$ cat src/rtl/memory_access_if.sv
// Data-memory request/ready port between the MEM stage (master) and memory (slave).
interface memory_access_if #(parameter int ADDR_W = 32);
  logic              req;
  logic              we;
  logic [ADDR_W-1:0] addr;
  logic [31:0]       wdata;
  logic [3:0]        be;
  logic              ready;
  logic [31:0]       rdata;

  modport master (output req, we, addr, wdata, be, input ready, rdata);
  modport slave  (input req, we, addr, wdata, be, output ready, rdata);
endinterface

$ cat src/rtl/memory_access.sv
// MEM pipeline stage: byte/half/word loads and stores over a request/ready port,
// stalling upstream while an access is outstanding; drives the MEM/WB register.

// One byte lane of the store path: enable and replicated data for lane LANE.
module memory_access_lane #(parameter int LANE = 0) (
  input  logic [1:0]  size,
  input  logic [1:0]  addr_lo,
  input  logic [31:0] sdata,
  output logic        be,
  output logic [7:0]  wbyte
);
  localparam logic [1:0] L = 2'(LANE);

  always_comb begin
    be    = 1'b1;
    wbyte = sdata[8*LANE +: 8];
    case (size)
      2'b00: begin
        be    = (addr_lo == L);
        wbyte = sdata[7:0];
      end
      2'b01: begin
        be    = (addr_lo[1] == L[1]);
        wbyte = L[0] ? sdata[15:8] : sdata[7:0];
      end
      default: ;
    endcase
  end
endmodule

module memory_access #(parameter int ADDR_W = 32) (
  input  logic        clk,
  input  logic        rst,
  input  logic [1:0]  inWB,
  input  logic [2:0]  inMEM,
  input  logic [2:0]  inSize,
  input  logic [31:0] inALUResult,
  input  logic [31:0] inRegB,
  input  logic [4:0]  inRegF_wreg,
  input  logic        stop_debug,
  memory_access_if.master dm,
  output logic        outStall,
  output logic [1:0]  outWB,
  output logic [31:0] outReadData,
  output logic [31:0] outALUResult,
  output logic [4:0]  outRegF_wreg,
  output logic        outMisaligned
);
  localparam int NUM_LANES = 4;
  localparam int VEC_W     = 8;

  typedef enum logic {IDLE, BUSY} state_t;
  state_t state;

  logic       mem_read, mem_write, mem_op, is_store;
  logic [1:0] size, addr_lo;
  logic       zext, misaligned, aligned_op, done;
  logic       unused_branch;

  assign unused_branch = inMEM[2];
  assign mem_read      = inMEM[1];
  assign mem_write     = inMEM[0];
  assign mem_op        = mem_read | mem_write;
  assign is_store      = mem_write & ~mem_read;
  assign size          = inSize[1:0];
  assign zext          = inSize[2];
  assign addr_lo       = inALUResult[1:0];

  always_comb begin
    misaligned = 1'b0;
    if (mem_op) begin
      case (size)
        2'b00:   misaligned = 1'b0;
        2'b01:   misaligned = addr_lo[0];
        default: misaligned = (addr_lo != 2'b00);
      endcase
    end
  end

  assign aligned_op = mem_op & ~misaligned;
  // A debug freeze hides dm.ready so the completion is not consumed.
  assign done       = (state == BUSY) & dm.ready & ~stop_debug;
  assign outStall   = aligned_op & ~done;

  logic [NUM_LANES-1:0][VEC_W-1:0] wdata_lane;
  logic [NUM_LANES-1:0]            be_lane;

  for (genvar g = 0; g < NUM_LANES; g++) begin : g_lane
    memory_access_lane #(.LANE(g)) u_lane (
      .size    (size),
      .addr_lo (addr_lo),
      .sdata   (inRegB),
      .be      (be_lane[g]),
      .wbyte   (wdata_lane[g])
    );
  end

  logic [7:0]  ld_byte;
  logic [15:0] ld_half;
  logic [31:0] ld_data;

  assign ld_byte = dm.rdata[{addr_lo, 3'b000} +: 8];
  assign ld_half = addr_lo[1] ? dm.rdata[31:16] : dm.rdata[15:0];

  always_comb begin
    case (size)
      2'b00:   ld_data = zext ? {24'h0, ld_byte} : {{24{ld_byte[7]}}, ld_byte};
      2'b01:   ld_data = zext ? {16'h0, ld_half} : {{16{ld_half[15]}}, ld_half};
      default: ld_data = dm.rdata;
    endcase
  end

  logic [31:0] addr_al;
  assign addr_al = {inALUResult[31:2], 2'b00};

  always_ff @(negedge clk or negedge rst) begin
    if (!rst) begin
      state         <= IDLE;
      dm.req        <= 1'b0;
      dm.we         <= 1'b0;
      dm.addr       <= '0;
      dm.wdata      <= '0;
      dm.be         <= '0;
      outWB         <= 2'b00;
      outReadData   <= '0;
      outALUResult  <= '0;
      outRegF_wreg  <= '0;
      outMisaligned <= 1'b0;
    end else if (!stop_debug) begin
      case (state)
        IDLE: begin
          if (aligned_op) begin
            dm.req        <= 1'b1;
            dm.we         <= is_store;
            dm.addr       <= ADDR_W'(addr_al);
            dm.wdata      <= wdata_lane;
            dm.be         <= be_lane;
            outWB         <= 2'b00;
            outMisaligned <= 1'b0;
            state         <= BUSY;
          end else begin
            // Misaligned ops retire here as a bubble with an error pulse.
            outWB         <= misaligned ? 2'b00 : inWB;
            outReadData   <= '0;
            outALUResult  <= inALUResult;
            outRegF_wreg  <= inRegF_wreg;
            outMisaligned <= misaligned;
          end
        end
        BUSY: begin
          outMisaligned <= 1'b0;
          if (dm.ready) begin
            dm.req       <= 1'b0;
            outWB        <= inWB;
            outReadData  <= is_store ? 32'h0 : ld_data;
            outALUResult <= inALUResult;
            outRegF_wreg <= inRegF_wreg;
            state        <= IDLE;
          end else begin
            outWB <= 2'b00;
          end
        end
        default: state <= IDLE;
      endcase
    end
  end
endmodule

$ cat src/flat_wrapper.sv
// flat-port wrapper written by rule: the top's interface ports become plain ports
module memory_access_flat 
#(parameter int ADDR_W = 32)
  (clk, rst, inWB, inMEM, inSize, inALUResult, inRegB, inRegF_wreg, stop_debug, outStall, outWB, outReadData, outALUResult, outRegF_wreg, outMisaligned, dm_req, dm_we, dm_addr, dm_wdata, dm_be, dm_ready, dm_rdata);
  memory_access_if #(.ADDR_W(ADDR_W)) dm_i ();
  input  logic clk;
  input  logic rst;
  input  logic [1:0] inWB;
  input  logic [2:0] inMEM;
  input  logic [2:0] inSize;
  input  logic [31:0] inALUResult;
  input  logic [31:0] inRegB;
  input  logic [4:0] inRegF_wreg;
  input  logic stop_debug;
  output logic outStall;
  output logic [1:0] outWB;
  output logic [31:0] outReadData;
  output logic [31:0] outALUResult;
  output logic [4:0] outRegF_wreg;
  output logic outMisaligned;
  output wire logic [$bits(dm_i.req)-1:0] dm_req;
  output wire logic [$bits(dm_i.we)-1:0] dm_we;
  output wire logic [$bits(dm_i.addr)-1:0] dm_addr;
  output wire logic [$bits(dm_i.wdata)-1:0] dm_wdata;
  output wire logic [$bits(dm_i.be)-1:0] dm_be;
  input wire logic [$bits(dm_i.ready)-1:0] dm_ready;
  input wire logic [$bits(dm_i.rdata)-1:0] dm_rdata;
  assign dm_req = dm_i.req;
  assign dm_we = dm_i.we;
  assign dm_addr = dm_i.addr;
  assign dm_wdata = dm_i.wdata;
  assign dm_be = dm_i.be;
  assign dm_i.ready = dm_ready;
  assign dm_i.rdata = dm_rdata;
  memory_access #(.ADDR_W(ADDR_W)) u_core (.clk(clk), .rst(rst), .inWB(inWB), .inMEM(inMEM), .inSize(inSize), .inALUResult(inALUResult), .inRegB(inRegB), .inRegF_wreg(inRegF_wreg), .stop_debug(stop_debug), .dm(dm_i), .outStall(outStall), .outWB(outWB), .outReadData(outReadData), .outALUResult(outALUResult), .outRegF_wreg(outRegF_wreg), .outMisaligned(outMisaligned));
endmodule
$ cat config.mk
export PLATFORM = sky130hd
export DESIGN_NAME = memory_access_flat
export DESIGN_NICKNAME = d
export VERILOG_FILES = /design/src/rtl/memory_access_if.sv /design/src/rtl/memory_access.sv /design/src/flat_wrapper.sv
export SDC_FILE = /design/constraint.sdc
export NUM_CORES = 1
export LEC_CHECK = 0
export ABC_AREA = 1
export CORE_UTILIZATION = 44
export CTS_CLUSTER_DIAMETER = 100
export DETAILED_ROUTE_END_ITERATION = 8
export GPL_ROUTABILITY_DRIVEN = 0
export GPL_TIMING_DRIVEN = 1
export PLACE_DENSITY_LB_ADDON = 0.1
export SKIP_CTS_REPAIR_TIMING = 1
export SLEW_MARGIN = 5
export SYNTH_ARGS = -nofsm -noshare
export SYNTH_HDL_FRONTEND = slang
export SYNTH_HIERARCHICAL = 1
export SYNTH_SLANG_ARGS = --single-unit
export TNS_END_PERCENT = 30
$ cat constraint.sdc
create_clock -name clk -period 1.5 [get_ports clk]
set_input_delay 0.3 -clock clk [delete_from_list [all_inputs] [get_ports clk]]
set_output_delay 0.3 -clock clk [all_outputs]
set_load 0.02 [all_outputs]
==> results.md <==
* Status: finished with violations
* Failing checks: design-rule violations, negative setup slack
* Setup WS post-layout at -0.728 ns
* Antenna Cells at 0
* Post-DP HPWL at roughly 14 mm
* Antenna violations before repair at 0
* Pin count of the biggest net entering global routing at 50
* Clock Tree Buf Depth at 2
* Root Buffer: clkbuf_16
* H-tree lvl count at 4
* PortBufs at approximately 250
* Fraction of the yosys area taken by sequential cells at 0.528
* R2R cell count at 8
* Area grow syn2layout at 61.8%
* Mapped Area at approximately 6700 µm²
* Crit path DAT at ~1.9 ns
* Critical path capture point type: output pin
* Instance area at placement at approximately 10000 µm²
* First-pass GRT wire length at roughly 30 mm
* Setup TNS at -130.59 ns
* Grt total ovfl at 0
* RSZ-0062 raised after global routing: yes
* Reg clk slew, reported paths at roughly 0.040 ns
* Pwr Density at between 1000 and 1500 nW/µm²
* Post-route ant nets at 0
* Core box area at around 15000 µm²
* Setup violations, final at 282
* Via density at about 4.7
* RR Endpoint: u_core/outReadData[3]
* Max-slew headroom at 0.618
* Synth area leader: dfrtn_1
* Max VDD drop at about 0.86 mV
* Clock buffer count from CTS at 17
* GRT Overall Usage at 0.248
* Slew at the pin closest to its max-slew limit at between 0.5 and 0.6 ns
* # nets final at approximately 1300
* Total leakage power at 5.79 nW
* TritonCTS clock tree: done
* MaxCap Viol Count at 0
* Final hold viol count at 0
* CTS Sinks at around 140
* Top cells by area, synth: dfrtn_1 53%, nand2_1 20%, o21ai_1 6.8%
* Core Rows at 44
* Layout cells sized above 1 at 0.257
* Final slew viol count at 0
* Drt drc at 19
* Top cell type's share of synthesized area at 0.528
* WL/cell at approximately 14 µm
* Synth Instances at approximately 860
* Pre-CTS setup slack at -1.26 ns
* Vias at roughly 6500
* Full die area at 15700 µm²
* Worst clock skew at between 0.004 and 0.005 ns
* Synth warn at 6
* Yosys reg bits at around 140
* Total wire length at between 15 and 20 mm
* Boundary Pins at between 200 and 300
* Worst-Skew Late Latency at just under 0.4 ns
* Pre-Repair DR Iteration Count at 8
* Worst-path fanout max at 2
* Die span in x at about 130 µm
* Hold Crit Class: input port to asynchronous set/reset pin
* Synthesized area per cell at approximately 7.7 µm²
* Initial core utilization at 0.455
* Final core occ at 0.736
* Fillers at approximately 1100
* Reg2Reg Setup Slack at 0.02 ns
* Kind of critical path: flop to output pin
* Critical path required time at roughly 1.2 ns
* R2R Path Start: u_core/state
* Post-route cell area at about 11000 µm²
* Commonest cells after routing, fill and taps aside: 353 x nand2_1, 141 x buf_6, 141 x dfrtn_1
* Most common cell after layout, fill and taps aside: nand2_1
* Die Y at 125 µm
* Initial drt markers at 458
* Element type at the critical path start: flop
* Vias in the first global route at between 6000 and 7000
* Cell variety after synth at 26
Yosys cell counts:
| cell | n |
|---|---|
| nand2_1 | 357 |
| dfrtn_1 | 141 |
| o21ai_1 | 91 |
| inv_1 | 81 |
| nor2_1 | 57 |
| nand3_1 | 34 |
| buf_4 | 17 |
| clkbuf_1 | 15 |
| o21ai_0 | 13 |
| buf_2 | 12 |
| nand2_2 | 12 |
| inv_2 | 8 |
| buf_6 | 4 |
| nor2_4 | 4 |
| a21oi_1 | 3 |
| nand2_4 | 3 |
| nand3_4 | 2 |
| a21boi_4 | 1 |
| a21oi_2 | 1 |
| a22oi_1 | 1 |
| buf_8 | 1 |
| conb_1 | 1 |
| inv_4 | 1 |
| nand3_2 | 1 |
| nor2_2 | 1 |
| nor3b_1 | 1 |
cells by family after synthesis:
kind of cell,count (synthesis),share of synthesized area
and+or+nand+nor,472,0.290
buffers and inverters,139,0.0964
other,1,0.000561
AOI/OAI and AO/OA,110,0.0854
DFF,141,0.528
final cells by class:
cell class	instances	area [µm²]	area share
Clock inverter	9	113	0.0104
Timing Repair Buffer	338	3540	0.328
Sequential cell	141	3530	0.326
Multi-Input combinational cell	585	2580	0.239
Clock buffer	22	474	0.0438
Tap cell	184	230	0.0213
Inverter	90	343	0.0317
flip-flops by register name (all words and copies together) (netlist names):
register / count
u_core/dm.wdata: 32
u_core/dm.we: 1
u_core/dm.addr: 30
u_core/outWB: 2
u_core/dm.req: 1
u_core/state: 1
u_core/outReadData: 32
u_core/outRegF_wreg: 5
u_core/dm.be: 4
u_core/outALUResult: 32
u_core/outMisaligned: 1
stage by stage:
stage,total power [mW],hold WS [ns],instances
2_1_floorplan,7.72,0.486,864
3_3_place_gp,10.4,0.422,1302
3_5_place_dp,10.5,0.426,1302
4_1_cts,14.7,0.384,1333
5_1_grt,16.0,0.387,1369
6_report,15.3,0.387,1369
layer usage:
layer  routed length [µm]  part of all wire  GRT usage
met5                    0                 0          0
met4                  303             0.016     0.0832
met3                 1490             0.077     0.0676
met2                 9300              0.48      0.397
met1                 8300              0.43      0.325
critical path, cell delays in order, from the launching register on:
cell and delay, ns:
dfrtn_1 0.42, nand2_2 0.07, nor2_2 0.10, nor3b_2 0.05, buf_4 0.16
worst max path at each step:
stage	from	endpoint	slack, ns
detailed placement	inALUResult[1]	u_core/outReadData[29]	-1.26
global placement	inALUResult[1]	u_core/outReadData[26]	-1.22
floorplan	inALUResult[1]	u_core/dm.addr[10]	-0.57
finish	u_core/state	outStall	-0.73
CTS	u_core/state	outStall	-1.23
global route	u_core/state	outStall	-0.81
power by group:
part,total [mW],switching [mW],internal [mW]
Sequential,5.47,0.672,4.80
Clock,4.15,1.58,2.57
Combinational,5.67,2.77,2.91
No activity file was read; power rests on OpenSTA's default activity.
